<file path="config.mk">
export PLATFORM = sky130hd
export DESIGN_NAME = logic_gate_tester_flat
export DESIGN_NICKNAME = d
export VERILOG_FILES = /design/src/rtl/logic_gate_tester_if.sv /design/src/rtl/logic_gate_tester.sv /design/src/flat_wrapper.sv
export SDC_FILE = /design/constraint.sdc
export NUM_CORES = 1
export LEC_CHECK = 0
export ABC_AREA = 1
export BUFFER_PORTS_ARGS = -buffer_cell sky130_fd_sc_hd__buf_2
export CORE_MARGIN = 2
export CORE_UTILIZATION = 40
export CTS_CLUSTER_DIAMETER = 60
export DETAILED_ROUTE_END_ITERATION = 6
export HOLD_SLACK_MARGIN = 0.02
export PLACE_DENSITY = 0.65
export SYNTH_ARGS = -nofsm -noshare
export SYNTH_HDL_FRONTEND = slang
export SYNTH_SLANG_ARGS = --single-unit
</file>
<file path="constraint.sdc">
create_clock -name clk -period 1.5 [get_ports clk]
set_input_delay 0.45 -clock clk [delete_from_list [all_inputs] [get_ports clk]]
set_output_delay 0.45 -clock clk [all_outputs]
set_load 0.01 [all_outputs]
</file>
<file path="src/rtl/logic_gate_tester_if.sv">
// Bus between the self-test sequencer and the two-input logic-gate block.
// The master drives the gate inputs and reads back the eight gate outputs.
interface logic_gate_tester_if;
    logic gate_a;
    logic gate_b;
    logic and_in;
    logic or_in;
    logic not_a_in;
    logic not_b_in;
    logic nand_in;
    logic nor_in;
    logic xor_in;
    logic xnor_in;

    modport master (
        output gate_a, gate_b,
        input  and_in, or_in, not_a_in, not_b_in, nand_in, nor_in, xor_in, xnor_in
    );

    modport slave (
        input  gate_a, gate_b,
        output and_in, or_in, not_a_in, not_b_in, nand_in, nor_in, xor_in, xnor_in
    );
endinterface

</file>
<file path="src/rtl/logic_gate_tester.sv">
// Self-test sequencer: walks the gate block through all four a/b vectors,
// compares each settled sample with a golden truth table and publishes the result.
module logic_gate_tester #(
    parameter int SETTLE_CYCLES = 2,
    parameter int CNT_W         = 8
) (
    input  logic                     clk,
    input  logic                     rst_n,
    input  logic                     start,
    input  logic                     loop_en,
    logic_gate_tester_if.master      gates,
    output logic                     busy,
    output logic                     done,
    output logic                     pass,
    output logic [7:0]               err_mask,
    output logic [3:0]               fail_vec,
    output logic [CNT_W-1:0]         run_count
);

    typedef enum logic [1:0] {IDLE, WAIT, SAMPLE, DONE} state_t;

    localparam logic [7:0] SETTLE_LOAD = 8'(SETTLE_CYCLES);

    state_t      state;
    state_t      next_state;
    logic [1:0]  v;
    logic [7:0]  settle_cnt;
    logic [7:0]  err_acc;
    logic [3:0]  fail_acc;
    logic [7:0]  sample_word;
    logic [7:0]  diff;
    logic        start_run;
    logic        advance;
    logic        publish;

    function automatic logic [7:0] golden_word(input logic [1:0] idx);
        case (idx)
            2'd0:    golden_word = 8'hBC;
            2'd1:    golden_word = 8'h56;
            2'd2:    golden_word = 8'h5A;
            default: golden_word = 8'h83;
        endcase
    endfunction

    assign gates.gate_a = v[1];
    assign gates.gate_b = v[0];

    assign sample_word = {gates.xnor_in, gates.xor_in, gates.nor_in, gates.nand_in,
                          gates.not_b_in, gates.not_a_in, gates.or_in, gates.and_in};
    assign diff = sample_word ^ golden_word(v);

    always_comb begin
        next_state = state;
        start_run  = 1'b0;
        advance    = 1'b0;
        publish    = 1'b0;
        case (state)
            IDLE: begin
                if (start) begin
                    next_state = WAIT;
                    start_run  = 1'b1;
                end
            end
            WAIT: begin
                if (settle_cnt == 8'd0) next_state = SAMPLE;
            end
            SAMPLE: begin
                if (v == 2'd3) begin
                    next_state = DONE;
                end else begin
                    next_state = WAIT;
                    advance    = 1'b1;
                end
            end
            DONE: begin
                publish = 1'b1;
                // A looped restart behaves exactly like an accepted start.
                if (loop_en) begin
                    next_state = WAIT;
                    start_run  = 1'b1;
                end else begin
                    next_state = IDLE;
                end
            end
            default: next_state = IDLE;
        endcase
    end

    always_ff @(posedge clk or negedge rst_n) begin
        if (!rst_n) begin
            state      <= IDLE;
            v          <= 2'd0;
            settle_cnt <= 8'd0;
            err_acc    <= 8'd0;
            fail_acc   <= 4'd0;
            busy       <= 1'b0;
            done       <= 1'b0;
            pass       <= 1'b0;
            err_mask   <= 8'd0;
            fail_vec   <= 4'd0;
            run_count  <= '0;
        end else begin
            state <= next_state;
            done  <= publish;

            if (start_run) begin
                v          <= 2'd0;
                settle_cnt <= SETTLE_LOAD;
                err_acc    <= 8'd0;
                fail_acc   <= 4'd0;
                busy       <= 1'b1;
            end else if (state == WAIT && settle_cnt != 8'd0) begin
                settle_cnt <= settle_cnt - 8'd1;
            end

            if (state == SAMPLE) begin
                err_acc     <= err_acc | diff;
                fail_acc[v] <= (diff != 8'd0);
                if (advance) begin
                    v          <= v + 2'd1;
                    settle_cnt <= SETTLE_LOAD;
                end
            end

            // Results only move here, so a partial run is never visible.
            if (publish) begin
                err_mask <= err_acc;
                fail_vec <= fail_acc;
                pass     <= (err_acc == 8'd0);
                if (run_count != {CNT_W{1'b1}}) run_count <= run_count + CNT_W'(1);
                if (!loop_en) busy <= 1'b0;
            end
        end
    end

endmodule
</file>
<file path="src/flat_wrapper.sv">
// flat-port wrapper written by rule: the top's interface ports become plain ports
module logic_gate_tester_flat 
#(
    parameter int SETTLE_CYCLES = 2,
    parameter int CNT_W         = 8
)
  (clk, rst_n, start, loop_en, busy, done, pass, err_mask, fail_vec, run_count, gates_gate_a, gates_gate_b, gates_and_in, gates_or_in, gates_not_a_in, gates_not_b_in, gates_nand_in, gates_nor_in, gates_xor_in, gates_xnor_in);
  logic_gate_tester_if gates_i ();
  input  logic clk;
  input  logic rst_n;
  input  logic start;
  input  logic loop_en;
  output logic busy;
  output logic done;
  output logic pass;
  output logic [7:0] err_mask;
  output logic [3:0] fail_vec;
  output logic [CNT_W-1:0] run_count;
  output wire logic [$bits(gates_i.gate_a)-1:0] gates_gate_a;
  output wire logic [$bits(gates_i.gate_b)-1:0] gates_gate_b;
  input wire logic [$bits(gates_i.and_in)-1:0] gates_and_in;
  input wire logic [$bits(gates_i.or_in)-1:0] gates_or_in;
  input wire logic [$bits(gates_i.not_a_in)-1:0] gates_not_a_in;
  input wire logic [$bits(gates_i.not_b_in)-1:0] gates_not_b_in;
  input wire logic [$bits(gates_i.nand_in)-1:0] gates_nand_in;
  input wire logic [$bits(gates_i.nor_in)-1:0] gates_nor_in;
  input wire logic [$bits(gates_i.xor_in)-1:0] gates_xor_in;
  input wire logic [$bits(gates_i.xnor_in)-1:0] gates_xnor_in;
  assign gates_gate_a = gates_i.gate_a;
  assign gates_gate_b = gates_i.gate_b;
  assign gates_i.and_in = gates_and_in;
  assign gates_i.or_in = gates_or_in;
  assign gates_i.not_a_in = gates_not_a_in;
  assign gates_i.not_b_in = gates_not_b_in;
  assign gates_i.nand_in = gates_nand_in;
  assign gates_i.nor_in = gates_nor_in;
  assign gates_i.xor_in = gates_xor_in;
  assign gates_i.xnor_in = gates_xnor_in;
  logic_gate_tester #(.SETTLE_CYCLES(SETTLE_CYCLES), .CNT_W(CNT_W)) u_core (.clk(clk), .rst_n(rst_n), .start(start), .loop_en(loop_en), .gates(gates_i), .busy(busy), .done(done), .pass(pass), .err_mask(err_mask), .fail_vec(fail_vec), .run_count(run_count));
endmodule
</file>
# --- Yosys cells after proc, flatten, opt, wreduce, memory -nomap -nowiden ---
# Index checks and enable logic that the tools add are counted.
classes:
  bitwise_logic: 2
  order_cmp: 2
  mux: 29
  add_sub_neg: 3
  n_eq_ne: 9
  n_reduce_logical: 11
op_table:
  columns: ["cell", "n"]
  rows:
  - ["$mux W8", 6]
  - ["$pmux W8 S3", 1]
  - ["$logic_not A8 Y1", 2]
  - ["$reduce_bool A8 Y1", 2]
  - ["$mux W2", 6]
  - ["$mux W1", 10]
  - ["$add A8 B1 Y8 const B", 1]
  - ["$eq A2 B2 Y1 const B", 4]
  - ["$mux W4", 2]
  - ["$ne A8 B8 Y1 const B", 1]
  - ["$or A8 B8 Y8", 1]
  - ["$pmux W2 S4", 1]
  - ["$sub A8 B1 Y8 const B", 1]
  - ["$xor A8 B8 Y8", 1]
  - ["$bwmux W4", 1]
  - ["$eq A2 B1 Y1 const B", 2]
  - ["$logic_not A2 Y1", 2]
  - ["$reduce_and A2 Y1", 2]
  - ["$lt A2 B3 Y1 const B", 1]
  - ["$add A2 B1 Y2 const B", 1]
  - ["$demux W1 S2", 1]
  - ["$ge A2 B1 Y1 const B", 1]
  - ["$logic_and A1 B1 Y1", 2]
  - ["$ne A2 B1 Y1 const B", 1]
  - ["3 further kinds", 3]
totals:
  reg_bits: 47
  in_bits: 12
  out_inout_bits: 25
  wordCells: 67

# --- Depth between registers and ports, before layout ---
logic_depth:
  depth_word: 6
  mapped_depth: 10
  mapped_depth_nobuf: 10

# --- Worst setup path after synthesis ---
# No wires, ideal clock.
synth_timing:
  kind: "reg2reg"
  from: "register u_core.v[0]"
  to: "register u_core.fail_acc[0]"
  synth_period_minus_slack_ps: 1594
  t_required_ps: 1383
  path_buffers: 0
  slack_ps: -94
  arrival_ps: 1477
  path_stages_with_launch: 9
  setup_ps: 117
  path_cell_list: "dfrtp_1 > inv_1 > ha_1 > xnor2_1 > nand2_1 > nor2_1 > nand3_1 > nand2_1 > nand2_1"
synth_via:
  elab_chain_cells: 6
  word_cells_on_any_way: 13
  classes_between: "2 x order compare; 2 x eq/ne; 5 x mux; 1 x bitwise; 3 x reduce/logical"
synth_rtl:
  columns: ["element", "line", "source"]
  rows:
  - ["from (decl)", "logic_gate_tester.sv:26", "logic [1:0] v;"]
  - ["from (signal assigned)", "logic_gate_tester.sv:120", "v <= v + 2'd1;"]
  - ["$eq A2 B2 Y1 (tied with other cells)", "logic_gate_tester.sv:37", "case (idx)"]
  - ["$pmux W8 S3 / $logic_and A1 B1 Y1 (equally long branches)", "logic_gate_tester.sv:37, logic_gate_tester.sv:118", null]
  - ["$xor A8 B8 Y8 / $mux W1 (equally long branches)", "logic_gate_tester.sv:50, logic_gate_tester.sv:118", null]
  - ["$reduce_bool A8 Y1 / $demux W1 S2 (equally long branches)", null, null]
  - ["$bwmux W4 (*)", "logic_gate_tester.sv:118", "fail_acc[v] <= (diff != 8'd0);"]
  - ["$mux W4 (*)", "logic_gate_tester.sv:116", "if (state == SAMPLE) begin"]
  - ["to (signal, indexed assignment)", "logic_gate_tester.sv:118", null]
  - ["to (decl)", "logic_gate_tester.sv:29", "logic [3:0] fail_acc;"]
# Every way passes the cells marked *; elsewhere a longest branch is shown, timed or not.
# A chain may end at the register's enable or synchronous reset.

# --- Final worst setup path ---
layout_timing:
  from: "register u_core.v[1]"
  to: "output gates_gate_a"
layout_lines:
  columns: ["element", "line", "source"]
  rows:
  - ["to (decl)", "flat_wrapper.sv:19", "output wire logic [$bits(gates_i.gate_a)-1:0] gates_gate_a;"]
# No word-level cell between the ends.

==> summary.md <==
| Metric | Value |
|---|---|
| Rows | 28 |
| Setup CP Type | flop to primary output |
| Cell area after synthesis | 2490 um^2 |
| First-pass GRT wire length | 8.88 mm |
| Final hold vios | 0 |
| Slew Limit Fails | 0 |
| WL per Instance | 11.4 um |
| Slowest CP cell | dfrtp_1 |
| Clock Power Share | 0.173 |
| RSZ-0062 raised after global routing | true |
| Fillers | 553 |
| Via/cell ratio | 4.67 |
| FFs w/ async S/R, synth | 1.00 |
| CP Capture Type | primary output |
| Register area share after synthesis | 0.472 |
| Nets | 382 |
| VDD IR max | 0.000772 V |
| Max-Cap Viols | 0 |
| Slew headroom | 0.811 |
| Core area | 5960 um^2 |
| Cells after Synth | 300 |
| Worst-path fanout max | 3 |
| DRT Pass-1 Iters | 4 |
| Total GRT Usage | 0.152 |
| CTS root buffer | clkbuf_8 |
| P_int | 3.87 mW |
| Vias in the first global route | 1967 |
| LEAKAGE | 1.63 nW |
| Power per standard cell area | 2010 nW/um^2 |
| CTS Buf Count | 5 |
| Min-delay worst type | primary input to asynchronous set/reset pin |
| Syn_area_per_cell | 8.30 um^2 |
| Post-Syn Nets | 325 |
| Dpl ws | -0.0477 ns |
| CP Launch Type | flop |
| Share of layout cells above drive strength 1 | 0.291 |
| Clk_lat worst skew | 0.29 ns |
| Final core utilization | 0.532 |
| Area Growth Syn to Fin | 27.3% |
| Buffers on Ports | 36 |
| Setup WS post-layout | -0.0342 ns |
| Chip height | 82.9 um |
| Primary FF master, synth | dfrtp_1 |
| Largest net degree at the start of global routing | 38 |
| Final worst path period need | 1.53 ns |
| Post-synth top area cell | dfrtp_1 |
| Fin crit share | 1.02 |
| Net switching power | 2.50 mW |
| Clock buffer depth | 2 |
| Cell mode on critical path | buf_4 |
| GR Overflow Total | 0 |
| Die width | 82.9 um |
| Initial antenna violation count | 0 |
| Initial Utilization | 0.418 |
| Failing checks | negative setup slack |
| Post-route ant nets | 0 |
| Final WL | 4.96 mm |
| Slowest stage delay, CP | 0.41 ns |
| Worst-case clock skew | 0.00655 ns |
| EDFF count, synth | 0 |
| Crit path required time | 1.05 ns |
| Logic pwr share | 0.499 |
| TritonCTS clock tree | done |
| Hold_buf cts | 0 |
| Hold WS | 0.0232 ns |
| Final setup fails | 1 |
| Slew @ Worst Pin | 0.284 ns |
| Seq pwr share | 0.327 |
| Placer Congestion | 0.825 |
| Die area | 6870 um^2 |
| H-tree levels | 2 |
| Seq cells post-synth | 47 |
| Status | finished with violations |
| ANT cells | 0 |
| DP HPWL | 3.57 mm |
| Crit-path cells | buf_4, buf_4, buf_6 |
| Synth top area share | 0.472 |
| DRC | 0 |
| Vias | 2023 |
| Net Sw Frac | 0.393 |
| Fmax | 652 MHz |
| Top cells by area, synth | dfrtp_1 (47%), nand2_1 (14%), ha_1 (6.5%) |
| I/O Pins | 37 |
| Crit path DAT | 1.08 ns |
| CTS sink cnt | 47 |
| Initial DRC count | 119 |
| Worst reg-to-reg setup slack | 0.05 ns |
| Netlist cell types | 30 |
| Syn. warnings | 0 |
| Clock Pin Slew Worst Setup and Hold Paths | 0.09 ns |
| Total power | 6.37 mW |
## synth_stat cells, types with 2 or more instances
| cell | instances |
|---|---|
| buf_6 | 3 |
| buf_4 | 2 |
| a21oi_2 | 2 |
| nor2_2 | 2 |
| xnor2_1 | 4 |
| or2_2 | 4 |
| nor2_1 | 21 |
| nand2_1 | 93 |
| nand3_1 | 11 |
| ha_1 | 13 |
| o21ai_0 | 21 |
| xor2_1 | 9 |
| dfrtp_1 | 47 |
| nand4_1 | 3 |
| nand2_2 | 4 |
| inv_1 | 34 |
| a21oi_1 | 14 |
## routing by layer
layer / up-vias / GRT usage / wire length [um]
met2: 27 / 0.233 / 2330
met1: 946 / 0.218 / 2430
met3: 4 / 0.0358 / 149
met5: - / 0 / 0
met4: 0 / 0.0402 / 44
li1: 1046 / - / -
## final cells by class
class                   instances  area, um^2  share of cell area
flip-flops and latches         47        1180               0.372
multi-input cells             211        1250               0.393
clock buffers                   6        72.6              0.0229
well taps                      75        93.8              0.0296
inverters                      35         138              0.0434
repair buffers                 57         380               0.120
clock inverters                 2        60.1              0.0189
## state kept, by name (all words and copies together) (netlist names)
signal	flops
u_core.settle_cnt	8
u_core.run_count	8
u_core.busy	1
u_core.fail_vec	4
u_core.state	2
u_core.v	2
u_core.err_acc	8
u_core.err_mask	8
u_core.pass	1
u_core.fail_acc	4
u_core.done	1
## critical path: cells and delay by family (launching register included)
family | cells | cell delay [ns]
buffers and inverters | 3 | 0.38
DFF | 1 | 0.41
## power groups by stage
stage	combinational, mW	clock (mW)	sequential (mW)
2_1_floorplan	1.81	0	2.17
3_3_place_gp	2.85	0	2.06
3_5_place_dp	2.89	0	2.07
4_1_cts	2.95	1.13	2.05
5_1_grt	3.63	1.17	2.16
6_report	3.18	1.10	2.08
## timing repair
item,in CTS,in global routing
buffers inserted,0,2
pin swaps,2,1
resized for setup,5,33
setup endpoints to repair,4,41
## cell families (layout without fill, tap and decap cells)
| group | count (synthesis) | count (layout) | share of synthesized area |
|---|---|---|---|
| xor+xnor | 13 | 13 | 0.0457 |
| buf+inv | 42 | 100 | 0.0758 |
| flops | 47 | 47 | 0.472 |
| fa+ha+maj | 13 | 13 | 0.0653 |
| simple gates | 140 | 140 | 0.236 |
| compound gates | 45 | 45 | 0.105 |
## path summary, 6_finish.rpt
check                           depth (start not counted)                             end                           start
worst min-delay path                                    1  u_core.settle_cnt[7]$_DFF_PN0_                           rst_n
worst max register to register                          8    u_core.fail_acc[2]$_DFF_PN0_           u_core.v[0]$_DFF_PN0_
worst max-delay path                                    3                    gates_gate_a           u_core.v[1]$_DFF_PN0_
worst min register to register                          2  u_core.fail_vec[0]$_DFFE_PN0N_  u_core.fail_vec[0]$_DFFE_PN0N_
min in group clk                                        3           u_core.busy$_DFF_PN0_                         loop_en
max in group asynchronous                               2     u_core.state[0]$_DFFE_PN0P_                           rst_n
## placed cells by master, fill, tap and decap left out, types with 3 or more instances in the layout
cell type  count
a21oi_1       14
buf_2         35
buf_4         16
buf_6          4
clkbuf_8       5
dfrtp_1       44
dfrtp_2        3
ha_1           9
inv_1         28
inv_2          5
nand2_1       93
nand2_2        3
nand3_1        9
nand4_1        3
nor2_1        18
nor2_4         4
o21ai_0       17
o21ai_1        5
or2_2          4
xor2_1         7
## per-stage QoR
step,setup TNS [ns],cells,instance area (um^2)
after floorplan,0,300,2500
after global placement,-0.000758,423,2890
after detailed placement,-0.171,423,2890
after CTS,0,431,3040
after global routing,-0.290,433,3170
final,-0.0342,433,3170
Power figures use the tool's default switching activity.
